--- config.mk ---
export PLATFORM = sky130hd
export DESIGN_NAME = ptp_rx_parser
export DESIGN_NICKNAME = d
export VERILOG_FILES = /design/src/rtl/ptp_rx_parser_pkg.sv /design/src/rtl/ptp_rx_parser_field_latch.sv /design/src/rtl/ptp_rx_parser.sv
export SDC_FILE = /design/constraint.sdc
export NUM_CORES = 1
export LEC_CHECK = 0
export CORE_MARGIN = 5
export CORE_UTILIZATION = 53
export DETAILED_ROUTE_END_ITERATION = 8
export PLACE_DENSITY = 0.86
export SETUP_SLACK_MARGIN = 0.1
export SLEW_MARGIN = 20
export SYNTH_ARGS = -nofsm -noshare
export SYNTH_HDL_FRONTEND = slang
export SYNTH_SLANG_ARGS = --single-unit
--- constraint.sdc ---
create_clock -name clk -period 7 [get_ports clk]
set_clock_uncertainty 0.1 [all_clocks]
set_input_delay 1.4 -clock clk [delete_from_list [all_inputs] [get_ports clk]]
set_output_delay 1.4 -clock clk [all_outputs]
set_load 0.005 [all_outputs]
--- src/rtl/ptp_rx_parser_pkg.sv ---
// Shared constants for the PTP receive parser: word header codes, PTP message
// types, the ptp_rx_type codes seen by PTP control, and field bit positions.
package ptp_rx_parser_pkg;

  localparam logic [1:0] HDR_HEAD = 2'b01;
  localparam logic [1:0] HDR_MID  = 2'b11;
  localparam logic [1:0] HDR_TAIL = 2'b10;

  localparam logic [7:0] MSG_SYNC  = 8'h01;
  localparam logic [7:0] MSG_DREQ  = 8'h03;
  localparam logic [7:0] MSG_DRESP = 8'h04;
  localparam logic [7:0] MSG_TEST  = 8'h05;

  // Same codes the transmit processor uses for ptp_tx_type.
  localparam logic [3:0] RX_TYPE_SYNC  = 4'd1;
  localparam logic [3:0] RX_TYPE_DREQ  = 4'd3;
  localparam logic [3:0] RX_TYPE_DRESP = 4'd4;
  localparam logic [3:0] RX_TYPE_TEST  = 4'd5;

  localparam int HDR_MSB   = 133;
  localparam int HDR_LSB   = 132;
  localparam int PORT_MSB  = 125;
  localparam int PORT_LSB  = 120;
  localparam int TS_MSB    = 47;
  localparam int TS_LSB    = 0;
  localparam int DMAC_MSB  = 127;
  localparam int DMAC_LSB  = 80;
  localparam int SMAC_MSB  = 79;
  localparam int SMAC_LSB  = 32;
  localparam int ETYPE_MSB = 31;
  localparam int ETYPE_LSB = 16;
  localparam int MSGT_MSB  = 15;
  localparam int MSGT_LSB  = 8;
  localparam int VER_MSB   = 7;
  localparam int VER_LSB   = 0;
  localparam int TAIL_MSB  = 95;
  localparam int TAIL_LSB  = 48;

  function automatic logic msg_supported(input logic [7:0] msg);
    return (msg == MSG_SYNC) || (msg == MSG_DREQ) || (msg == MSG_DRESP) || (msg == MSG_TEST);
  endfunction

  function automatic logic [3:0] msg_to_rx_type(input logic [7:0] msg);
    case (msg)
      MSG_SYNC:  return RX_TYPE_SYNC;
      MSG_DREQ:  return RX_TYPE_DREQ;
      MSG_DRESP: return RX_TYPE_DRESP;
      MSG_TEST:  return RX_TYPE_TEST;
      default:   return 4'd0;
    endcase
  endfunction

endpackage

--- src/rtl/ptp_rx_parser_field_latch.sv ---
// Capture registers for the per-frame fields: head port/timestamp, w2 SMAC and
// message type, and the tail field (with a same-cycle bypass for direct accept).
module ptp_rx_field_latch
  import ptp_rx_parser_pkg::*;
(
  input  logic        clk,
  input  logic        rst_n,
  input  logic        cap_head,
  input  logic        cap_w2,
  input  logic        cap_tail,
  input  logic [5:0]  in_port,
  input  logic [47:0] in_ts,
  input  logic [47:0] in_smac,
  input  logic [7:0]  in_msg,
  input  logic [47:0] in_tail,
  output logic [5:0]  port,
  output logic [47:0] ts,
  output logic [47:0] smac,
  output logic [7:0]  msg_type,
  output logic [47:0] tail_field
);

  logic [5:0]  port_q, port_d;
  logic [47:0] ts_q, ts_d;
  logic [47:0] smac_q, smac_d;
  logic [7:0]  msg_q, msg_d;
  logic [47:0] tail_q, tail_d;

  always_comb begin
    port_d = port_q;
    ts_d   = ts_q;
    smac_d = smac_q;
    msg_d  = msg_q;
    tail_d = tail_q;
    if (cap_head) begin
      port_d = in_port;
      ts_d   = in_ts;
    end
    if (cap_w2) begin
      smac_d = in_smac;
      msg_d  = in_msg;
    end
    if (cap_tail) tail_d = in_tail;
  end

  // NOTE: these are plain registers, not a RAM, so resetting them is cheap and
  // keeps every downstream output deterministic straight out of reset.
  always_ff @(posedge clk or negedge rst_n) begin
    if (!rst_n) begin
      port_q <= '0;
      ts_q   <= '0;
      smac_q <= '0;
      msg_q  <= '0;
      tail_q <= '0;
    end else begin
      port_q <= port_d;
      ts_q   <= ts_d;
      smac_q <= smac_d;
      msg_q  <= msg_d;
      tail_q <= tail_d;
    end
  end

  assign port       = port_q;
  assign ts         = ts_q;
  assign smac       = smac_q;
  assign msg_type   = msg_q;
  assign tail_field = cap_tail ? in_tail : tail_q;

endmodule

--- src/rtl/ptp_rx_parser.sv ---
// PTP receive parser: validates EtherType 0x88F7 frames from the MAC rx stream,
// emits sync / delay-request / delay-response pulses and counts accepts and drops.
module ptp_rx_parser
  import ptp_rx_parser_pkg::*;
#(
  parameter logic [15:0] PTP_ETYPE = 16'h88F7,
  parameter logic [7:0]  PTP_VER   = 8'h01,
  parameter int          PKT_WORDS = 6
) (
  input  logic         clk,
  input  logic         rst_n,
  input  logic         in_data_wr,
  input  logic [133:0] in_data,
  input  logic         in_valid_wr,
  input  logic         in_valid,
  input  logic [47:0]  MAC_ADDR,
  output logic [53:0]  key,
  output logic         key_valid,
  output logic [47:0]  ts_4,
  output logic         ts_4_valid,
  output logic [47:0]  sync_t1,
  output logic [47:0]  sync_t2,
  output logic         sync_valid,
  output logic [47:0]  dresp_t4,
  output logic         dresp_valid,
  output logic [3:0]   ptp_rx_type,
  output logic         ptp_rx_type_valid,
  output logic [31:0]  rx_ptp_cnt,
  output logic [31:0]  rx_drop_cnt
);

  localparam logic [2:0] ST_IDLE     = 3'd0;
  localparam logic [2:0] ST_HDR      = 3'd1;
  localparam logic [2:0] ST_BODY     = 3'd2;
  localparam logic [2:0] ST_WAIT_VLD = 3'd3;
  localparam logic [2:0] ST_DROP     = 3'd4;
  localparam logic [2:0] LAST_W      = 3'(PKT_WORDS - 1);

  logic [2:0]  state_q, state_d;
  logic [2:0]  w_q, w_d;            // index of the word expected next
  logic        seen_tail_q, seen_tail_d;
  logic [31:0] ptp_cnt_q, ptp_cnt_d, drop_cnt_q, drop_cnt_d;
  logic        accept, drop;

  logic [53:0] key_q, key_d;
  logic [47:0] ts4_q, ts4_d, t1_q, t1_d, t2_q, t2_d, t4_q, t4_d;
  logic [3:0]  type_q, type_d;
  logic        key_vld_q, key_vld_d, sync_vld_q, sync_vld_d;
  logic        dresp_vld_q, dresp_vld_d, type_vld_q, type_vld_d;

  logic        is_head, is_tail, hdr_ok, cap_w2, cap_tail;
  logic [47:0] w2_dmac;
  logic [5:0]  lat_port;
  logic [47:0] lat_ts, lat_smac, lat_tail;
  logic [7:0]  lat_msg;
  logic        unused_vbytes;

  assign unused_vbytes = ^in_data[131:128];
  assign is_head = in_data_wr && (in_data[HDR_MSB:HDR_LSB] == HDR_HEAD);
  assign is_tail = in_data_wr && (in_data[HDR_MSB:HDR_LSB] == HDR_TAIL);
  assign w2_dmac = in_data[DMAC_MSB:DMAC_LSB];
  assign hdr_ok  = (in_data[ETYPE_MSB:ETYPE_LSB] == PTP_ETYPE)
                && (in_data[VER_MSB:VER_LSB] == PTP_VER)
                && ((w2_dmac == '1) || (w2_dmac == MAC_ADDR))
                && msg_supported(in_data[MSGT_MSB:MSGT_LSB]);
  assign cap_w2   = (state_q == ST_HDR) && in_data_wr && !is_head && (w_q == 3'd2);
  assign cap_tail = (state_q == ST_BODY) && is_tail && (w_q == LAST_W);

  ptp_rx_field_latch u_latch (
    .clk        (clk),
    .rst_n      (rst_n),
    .cap_head   (is_head),
    .cap_w2     (cap_w2),
    .cap_tail   (cap_tail),
    .in_port    (in_data[PORT_MSB:PORT_LSB]),
    .in_ts      (in_data[TS_MSB:TS_LSB]),
    .in_smac    (in_data[SMAC_MSB:SMAC_LSB]),
    .in_msg     (in_data[MSGT_MSB:MSGT_LSB]),
    .in_tail    (in_data[TAIL_MSB:TAIL_LSB]),
    .port       (lat_port),
    .ts         (lat_ts),
    .smac       (lat_smac),
    .msg_type   (lat_msg),
    .tail_field (lat_tail)
  );

  // NOTE: every variable gets a default at the top of the block so no path
  // leaves it unassigned, which would otherwise infer a latch.
  always_comb begin
    state_d     = state_q;
    seen_tail_d = seen_tail_q;
    w_d         = (in_data_wr && w_q != 3'd7) ? w_q + 3'd1 : w_q;
    accept      = 1'b0;
    drop        = 1'b0;
    if (is_head) begin
      // The previous frame's status may land in the same cycle as this head.
      if (state_q == ST_WAIT_VLD && in_valid_wr) begin
        accept = in_valid;
        drop   = !in_valid;
      end else if (state_q != ST_IDLE) begin
        drop = 1'b1;
      end
      state_d     = ST_HDR;
      w_d         = 3'd1;
      seen_tail_d = 1'b0;
    end else begin
      case (state_q)
        ST_HDR: begin
          if (is_tail) begin
            drop    = 1'b1;
            state_d = ST_IDLE;
          end else if (in_data_wr && w_q == 3'd2) begin
            state_d = hdr_ok ? ST_BODY : ST_DROP;
          end
        end
        ST_BODY: begin
          if (is_tail) begin
            if (w_q != LAST_W) begin
              drop    = 1'b1;
              state_d = ST_IDLE;
            end else if (in_valid_wr) begin
              accept  = in_valid;
              drop    = !in_valid;
              state_d = ST_IDLE;
            end else begin
              state_d = ST_WAIT_VLD;
            end
          end
        end
        ST_WAIT_VLD: begin
          if (in_valid_wr) begin
            accept  = in_valid;
            drop    = !in_valid;
            state_d = ST_IDLE;
          end
        end
        ST_DROP: begin
          if (is_tail) seen_tail_d = 1'b1;
          if ((is_tail || seen_tail_q) && in_valid_wr) begin
            drop    = 1'b1;
            state_d = ST_IDLE;
          end
        end
        default: ;
      endcase
    end
    ptp_cnt_d  = ptp_cnt_q + {31'd0, accept};
    drop_cnt_d = drop_cnt_q + {31'd0, drop};
  end

  always_comb begin
    key_d       = key_q;
    ts4_d       = ts4_q;
    t1_d        = t1_q;
    t2_d        = t2_q;
    t4_d        = t4_q;
    type_d      = type_q;
    key_vld_d   = 1'b0;
    sync_vld_d  = 1'b0;
    dresp_vld_d = 1'b0;
    type_vld_d  = 1'b0;
    if (accept) begin
      type_vld_d = 1'b1;
      type_d     = msg_to_rx_type(lat_msg);
      case (lat_msg)
        MSG_SYNC: begin
          sync_vld_d = 1'b1;
          t1_d       = lat_tail;
          t2_d       = lat_ts;
        end
        MSG_DREQ: begin
          key_vld_d = 1'b1;
          key_d     = {lat_smac, lat_port};
          ts4_d     = lat_ts;
        end
        MSG_DRESP: begin
          dresp_vld_d = 1'b1;
          t4_d        = lat_tail;
        end
        default: ;
      endcase
    end
  end

  // NOTE: sequential state uses non-blocking assignments so every flop samples
  // pre-edge values regardless of block ordering.
  always_ff @(posedge clk or negedge rst_n) begin
    if (!rst_n) begin
      state_q     <= ST_IDLE;
      w_q         <= '0;
      seen_tail_q <= 1'b0;
      ptp_cnt_q   <= '0;
      drop_cnt_q  <= '0;
      key_q       <= '0;
      ts4_q       <= '0;
      t1_q        <= '0;
      t2_q        <= '0;
      t4_q        <= '0;
      type_q      <= '0;
      key_vld_q   <= 1'b0;
      sync_vld_q  <= 1'b0;
      dresp_vld_q <= 1'b0;
      type_vld_q  <= 1'b0;
    end else begin
      state_q     <= state_d;
      w_q         <= w_d;
      seen_tail_q <= seen_tail_d;
      ptp_cnt_q   <= ptp_cnt_d;
      drop_cnt_q  <= drop_cnt_d;
      key_q       <= key_d;
      ts4_q       <= ts4_d;
      t1_q        <= t1_d;
      t2_q        <= t2_d;
      t4_q        <= t4_d;
      type_q      <= type_d;
      key_vld_q   <= key_vld_d;
      sync_vld_q  <= sync_vld_d;
      dresp_vld_q <= dresp_vld_d;
      type_vld_q  <= type_vld_d;
    end
  end

  assign key               = key_q;
  assign key_valid         = key_vld_q;
  assign ts_4              = ts4_q;
  assign ts_4_valid        = key_vld_q;
  assign sync_t1           = t1_q;
  assign sync_t2           = t2_q;
  assign sync_valid        = sync_vld_q;
  assign dresp_t4          = t4_q;
  assign dresp_valid       = dresp_vld_q;
  assign ptp_rx_type       = type_q;
  assign ptp_rx_type_valid = type_vld_q;
  assign rx_ptp_cnt        = ptp_cnt_q;
  assign rx_drop_cnt       = drop_cnt_q;

endmodule

==> results.py <==
metrics = {
    "clock_tree": {
        "clock_root_buffer": "clkbuf_16",
        "cts_resized": 0,
        "cts_max_path_buffers": 3,
        "cts-hold-fix-buffers": 0,
        "clk-insertion-delay-late_ns": 0.57,
        "htree_num_levels": 2,
        "clkTransAtPathRegs_ns": 0.06,
        "postCtsSetupBuffers": 0,
        "numCtsBuffers": 48,
        "clock_sinks": 482,
        "cts_tree": "built",
    },
    "sta": {
        "unrepaired_setup_endpoints_after_global_routing": "no",
        "final_worst_slack_ns": 2.21,
        "max-slew-margin-rel_pct": 32.6,
        "timing_hold_violations_final": 0,
        "worst_pin_slew_ns": 1.01,
        "share_of_the_cycle_needed_by_the_critical_path_after_routing_pct": 68.4,
        "finalSetupViolations": 0,
        "timing.fmax_mhz": 209,
        "timing.final.crit_period_ns": 4.79,
        "drv_slew": 0,
        "final.setup.tns_ns": 0,
    },
    "floorplanning": {
        "placementRows": 69,
        "die_h_um": 201,
        "die_w_um": 201,
        "initial_utilization_pct": 54.0,
        "core_area_um2": 35700,
        "design.die.area_um2": 40300,
        "io-pin-count": 506,
    },
    "logic_synthesis": {
        "dominant_combinational_cell_family_by_area_after_synthesis": "multiplexers",
        "post_synthesis_instance_total": 1532,
        "ys_ff_latch": 482,
        "synth_simple_gate_area_share_pct": 10.1,
        "synthArstFlopShare_pct": 100,
        "yosys.area_share.adder_pct": 0.519,
        "synth.lib_cells_used.distinct": 48,
        "synth.mux.area_fraction_pct": 15.5,
        "yosysWarningCount": 0,
        "syn-num-nets": 1727,
        "syn_area_per_cell_um2": 12.6,
        "netlist_area_um2": 19300,
        "synth_edf_count": 0,
        "compound_gate_portion_of_the_synthesized_area_pct": 3.29,
        "dominantRegCellSynth": "dfrtp_1",
        "post_synth_xor_area_fraction_pct": 4.95,
        "ys_seq_area_share_pct": 62.5,
    },
    "finish": {
        "nNetsFinal": 2219,
        "flow.area_growth_from_synthesis_pct": 36.3,
        "post_route_cells_drive_above_1_share_pct": 13.3,
    },
    "outcome": {
        "run_status": "complete, no violations",
    },
    "setup_path": {
        "worst_ep_arrival_time_ns": 5.14,
        "kind_of_capture_point_of_the_worst_setup_path": "flip-flop",
        "critical_path_startpoint_category": "primary input",
        "reg2reg_path_depth": 12,
        "critPathMaxFanout": 9,
        "cp_cell_sequence": "clkdlybuf4s50_1 > and3b_1 > a31oi_1 > or2_1 > inv_1 > ha_1 > ha_1 > nand2_1 > nor3_1 > nand2_1 > nor2_1 > nand4_1 > xnor2_1",
        "slowest_stage": "nor3_1",
        "critPathMaxStageDelay_ns": 0.61,
        "path_depth": 13,
        "critPathKind": "in2reg",
        "crit_buf_inv": 2,
        "cp_top_family": "simple AND/OR/NAND/NOR gates",
        "data_required_time_of_the_worst_path_ns": 7.35,
    },
    "power_and_ir_drop": {
        "power_per_cell_area_nw_per_um2": 247,
        "cellLeakagePower_nw": 12.6,
        "worst_ir_drop_vdd_uv": 212,
    },
    "detailed_routing": {
        "drc": 0,
        "first_pass_iters": 5,
        "postRouteAntennaNets": 0,
        "wl_cell_um": 22.4,
        "via_count": 13960,
        "total_wire_length_um": 56500,
        "detail_routed_via_count_per_cell": 5.53,
        "initial_drt_markers": 823,
    },
    "global_route": {
        "grt_pass1_wl_um": 87800,
        "overall_fraction_of_global_route_tracks_in_use_pct": 27.5,
        "grt_antenna_before_repair": 5,
        "globalRouteOverflowTotal": 0,
        "number_of_global_route_vias_before_repair": 14891,
        "maximum_number_of_pins_on_one_net_before_global_route_repair": 173,
    },
    "placed_design": {
        "hpwl_um": 39700,
        "place.gp.congestion": 0.909,
        "pre_cts_slack_ns": 1.73,
        "buffers_on_ports": 500,
    },
    "worst_hold_path": {
        "hold_depth": 2,
        "hold_path.class": "reg2reg",
    },
    "job": {
        "drv_cap": 0,
    },
}
==> synth_stat cells, types with 2 or more instances <==
cell type	n	area, um2
dfrtp_1	482	12100
nand2_1	199	747
mux2_2	127	1430
nor2_1	114	428
a21oi_1	98	490
xnor2_1	97	850
inv_1	55	206
mux2_4	50	751
mux2i_1	50	500
nand4_1	37	231
mux2_1	28	315
nand3_1	26	130
buf_2	21	105
clkbuf_1	21	78.8
buf_4	13	97.6
and3_1	12	75.1
xor2_1	12	105
nor4_1	10	62.6
buf_6	8	90.1
ha_1	8	100
buf_1	6	22.5
nor3_1	6	30.0
o21ai_0	6	30.0
and4_1	5	43.8
nor2b_1	5	31.3
a31oi_1	4	25.0
and2_1	4	25.0
a211oi_1	2	15.0
a21o_1	2	15.0
nand2b_1	2	12.5
nor3_2	2	20.0
nor4b_1	2	17.5
o311a_1	2	20.0
or4_1	2	15.0
==> logic make-up after synthesis <==
| group | Yosys count |
|---|---|
| buffers and inverters | 124 |
| AO/OA/AOI/OAI | 119 |
| adder cells (fa/ha/maj) | 8 |
| other | 1 |
| AND/OR/NAND/NOR | 434 |
| flip-flops | 482 |
| XOR/XNOR | 109 |
| multiplexers | 255 |
==> layer usage <==
metal / GRT usage [%] / up-vias / wire length, um
met3: 7.33 / 157 / 4240
li1: - / 6146 / -
met2: 49.1 / 628 / 29000
met4: 11.5 / 6 / 2820
met1: 31.5 / 7023 / 20300
met5: 0 / - / 46
==> registers in the layout (all words and copies together) (netlist names), 6 cells and up <==
register          cells
ts_4                 48
sync_t1              48
dresp_t4             48
rx_drop_cnt          32
u_latch.ts           48
sync_t2              48
u_latch.port          6
u_latch.tail_q       48
key                  54
u_latch.msg_type      8
u_latch.smac         48
rx_ptp_cnt           32
==> cell type report <==
cell class | count | area [um2]
clock inverter | 21 | 290
sequential | 482 | 12100
timing repair buffer | 511 | 5140
fill | 2274 | 9430
multi-input combinational | 926 | 6670
tap | 461 | 577
antenna | 2 | 5.00
clock buffer | 67 | 1350
inverter | 55 | 206
==> worst paths after layout <==
path | slack [ns] | end | startpoint
worst min-delay path | 0.38 | u_latch.port[2] | u_latch.port[2]
max in group asynchronous | 4.51 | sync_t1[44] | rst_n
worst max register to register | 3.32 | rx_ptp_cnt[22] | state_q[2]
worst min register to register | 0.38 | u_latch.port[2] | u_latch.port[2]
worst max-delay path | 2.21 | rx_ptp_cnt[22] | in_data_wr
min in group asynchronous | 0.81 | rx_drop_cnt[16] | rst_n
==> tightest hold or removal path, stage by stage (launching register included) <==
cell and delay [ns]:
dfrtp_1 0.34, nand2_1 0.05, nand2_1 0.05
==> metrics by stage <==
step / utilization (%) / area (um2) / hold slack, ns / power, mW / instances
5_1_grt: 73.6 / 26300 / 0.400 / 6.76 / 2525
3_5_place_dp: 69.0 / 24700 / 0.364 / 3.87 / 2435
2_1_floorplan: - / 19300 / 0.346 / 3.53 / 1532
6_report: 73.6 / 26300 / 0.377 / 6.50 / 2525
3_3_place_gp: 69.0 / 24700 / 0.359 / 3.82 / 2435
4_1_cts: 73.6 / 26300 / 0.379 / 6.54 / 2523
==> power breakdown <==
part	switching, mW	internal [mW]
clock network	1.08	1.58
logic	0.284	0.345
registers	0.175	3.03
total	1.54	4.95
==> cells in the final DEF, fill, tap and decap left out, types with 11 or more instances in the layout <==
cell / instances
a21oi_1: 98
and3_1: 12
clkbuf_1: 11
clkbuf_16: 48
clkdlybuf4s50_1: 499
dfrtp_1: 482
inv_1: 55
mux2_1: 28
mux2_2: 127
mux2_4: 50
mux2i_1: 50
nand2_1: 196
nand3_1: 26
nand4_1: 37
nor2_1: 114
xnor2_1: 97
xor2_1: 12
(Power assumes the default switching activity.)
==> RTL change: new RTL, same flow settings <==
Take the reset off `ts_q` and load it in a clocked block of its own.
--- a/src/rtl/ptp_rx_parser_field_latch.sv
+++ b/src/rtl/ptp_rx_parser_field_latch.sv
@@ -48,17 +48,19 @@
   always_ff @(posedge clk or negedge rst_n) begin
     if (!rst_n) begin
       port_q <= '0;
-      ts_q   <= '0;
       smac_q <= '0;
       msg_q  <= '0;
       tail_q <= '0;
     end else begin
       port_q <= port_d;
-      ts_q   <= ts_d;
       smac_q <= smac_d;
       msg_q  <= msg_d;
       tail_q <= tail_d;
     end
+  end
+
+  always_ff @(posedge clk) begin
+    ts_q <= ts_d;
   end
 
   assign port       = port_q;
Behaviour: no difference found for any inputs over 4 cycles, from zero or initial values and one cycle with rst_n low; that may be too few to reach the edited logic, so the function may still have changed.
==> RTL change against the original RTL <==
- register-to-register slack improved by 280 ps
- worst setup slack improved by 450 ps
- power decreased by 0.97%
- cell area decreased by 0.78%
- sequential cell count unchanged
- synthesized area decreased by 1.4%
- first-iteration DRC count decreased by 11%
- routed wire length decreased by 2.9%
- die area decreased by 1.3%
- critical path type unchanged
==> RTL change: results (changes against the original RTL) <==
outcome: "finished, final reports clean"
reg2reg_setup_slack_ps: 3600  # +280 ps
drt-wirelength-per-cell_um: 22.9  # +2.2%
drt_iter0_markers: 730  # -11%
grt_pass1_vias: 14100  # -5.0%
dp_cells: 2303  # -5.4%
synth_mux_area_frac: 0.160  # +0.00433
syn_nets: 1580  # -8.5%
grt_pass1_wl_mm: 82.8  # -5.7%
hold_path_end: "ptp_rx_type[0]"
power_leakage_uw: 0.0121  # -3.9%
slowest_stage: "clkdlybuf4s50_1"
synth_cells: 1385  # -9.6%
synth_commonest_cells: "dfrtp_1, mux2_2, nor2_1"
synth_area_leaders: "dfrtp_1, mux2_2, edfxtp_1"
crit_start: "in_data_wr"
cp_top_family: "simple AND/OR/NAND/NOR gates"
cts_buffers: 50  # +4.2%
whs_path_depth: 1  # -1
cts_root_buffer: "clkbuf_16"
drt_wl_total_mm: 54.9  # -2.9%
hpwl_mm: 37.9  # -4.7%
seqPwrFrac: 0.495  # +0.002
crit_end: "rx_drop_cnt[28]"
clock_latency_ps: 590  # +20 ps
antenna_found_initial: 7  # +2
p_sw_frac: 0.232  # -0.00501
r2r_end: "rx_ptp_cnt[31]"
crit_path_max_fanout: 6  # -3
total_power_uw: 6430  # -0.97%
grtUsageTotal: 0.271  # -0.00469
drive_above_1_share: 0.157  # +0.0238
hold_path_class: "reg2reg"
synth_edf_count: 48  # +48
ys_types: 49  # +2.1%
tightestPinTransition_ps: 980  # -30.7 ps
post-place-ws_ps: 2140  # +408 ps
fillCellCount: 2175  # -4.4%
synth_fa_ha_area_frac: 0.00526  # +0.0000744
synth_compound_gate_area_share: 0.0334  # +0.000472
htreeDepth: 2  # unchanged
hp-start: "ptp_rx_type[0]"
nets: 2089  # -5.9%
async_flop_share: 0.900  # -0.0996
pg_comb_uw: 569  # -9.5%
peakVddDrop_mv: 0.223  # +5.3%
## RTL change: cell families after synthesis
group,Yosys count
simple gates,298
buf+inv,113
xor+xnor,109
mux,256
other cells,1
compound gates,118
flops,482
fa+ha+maj,8
## RTL change: routing by layer
metal	vias to the layer above	routed length, µm	track usage
li1	5785	-	-
met5	-	47	0
met4	6	2060	0.0999
met3	131	5560	0.0929
met2	536	27000	0.454
met1	6591	20200	0.327
## RTL change: metrics by stage
step / cell area (µm²) / hold slack [ps]
6_report: 26100 / 377
5_1_grt: 26100 / 393
4_1_cts: 26100 / 379
3_5_place_dp: 24400 / 365
3_3_place_gp: 24400 / 356
2_1_floorplan: 19000 / 346
## RTL change: layout make-up
| class | instances | area share |
|---|---|---|
| multi-input cells | 790 | 0.238 |
| clock buffers | 72 | 0.0549 |
| repair buffers | 511 | 0.197 |
| diodes | 4 | 0.000383 |
| well taps | 461 | 0.0221 |
| inverters | 59 | 0.00848 |
| clock inverters | 20 | 0.00868 |
| flip-flops and latches | 482 | 0.471 |
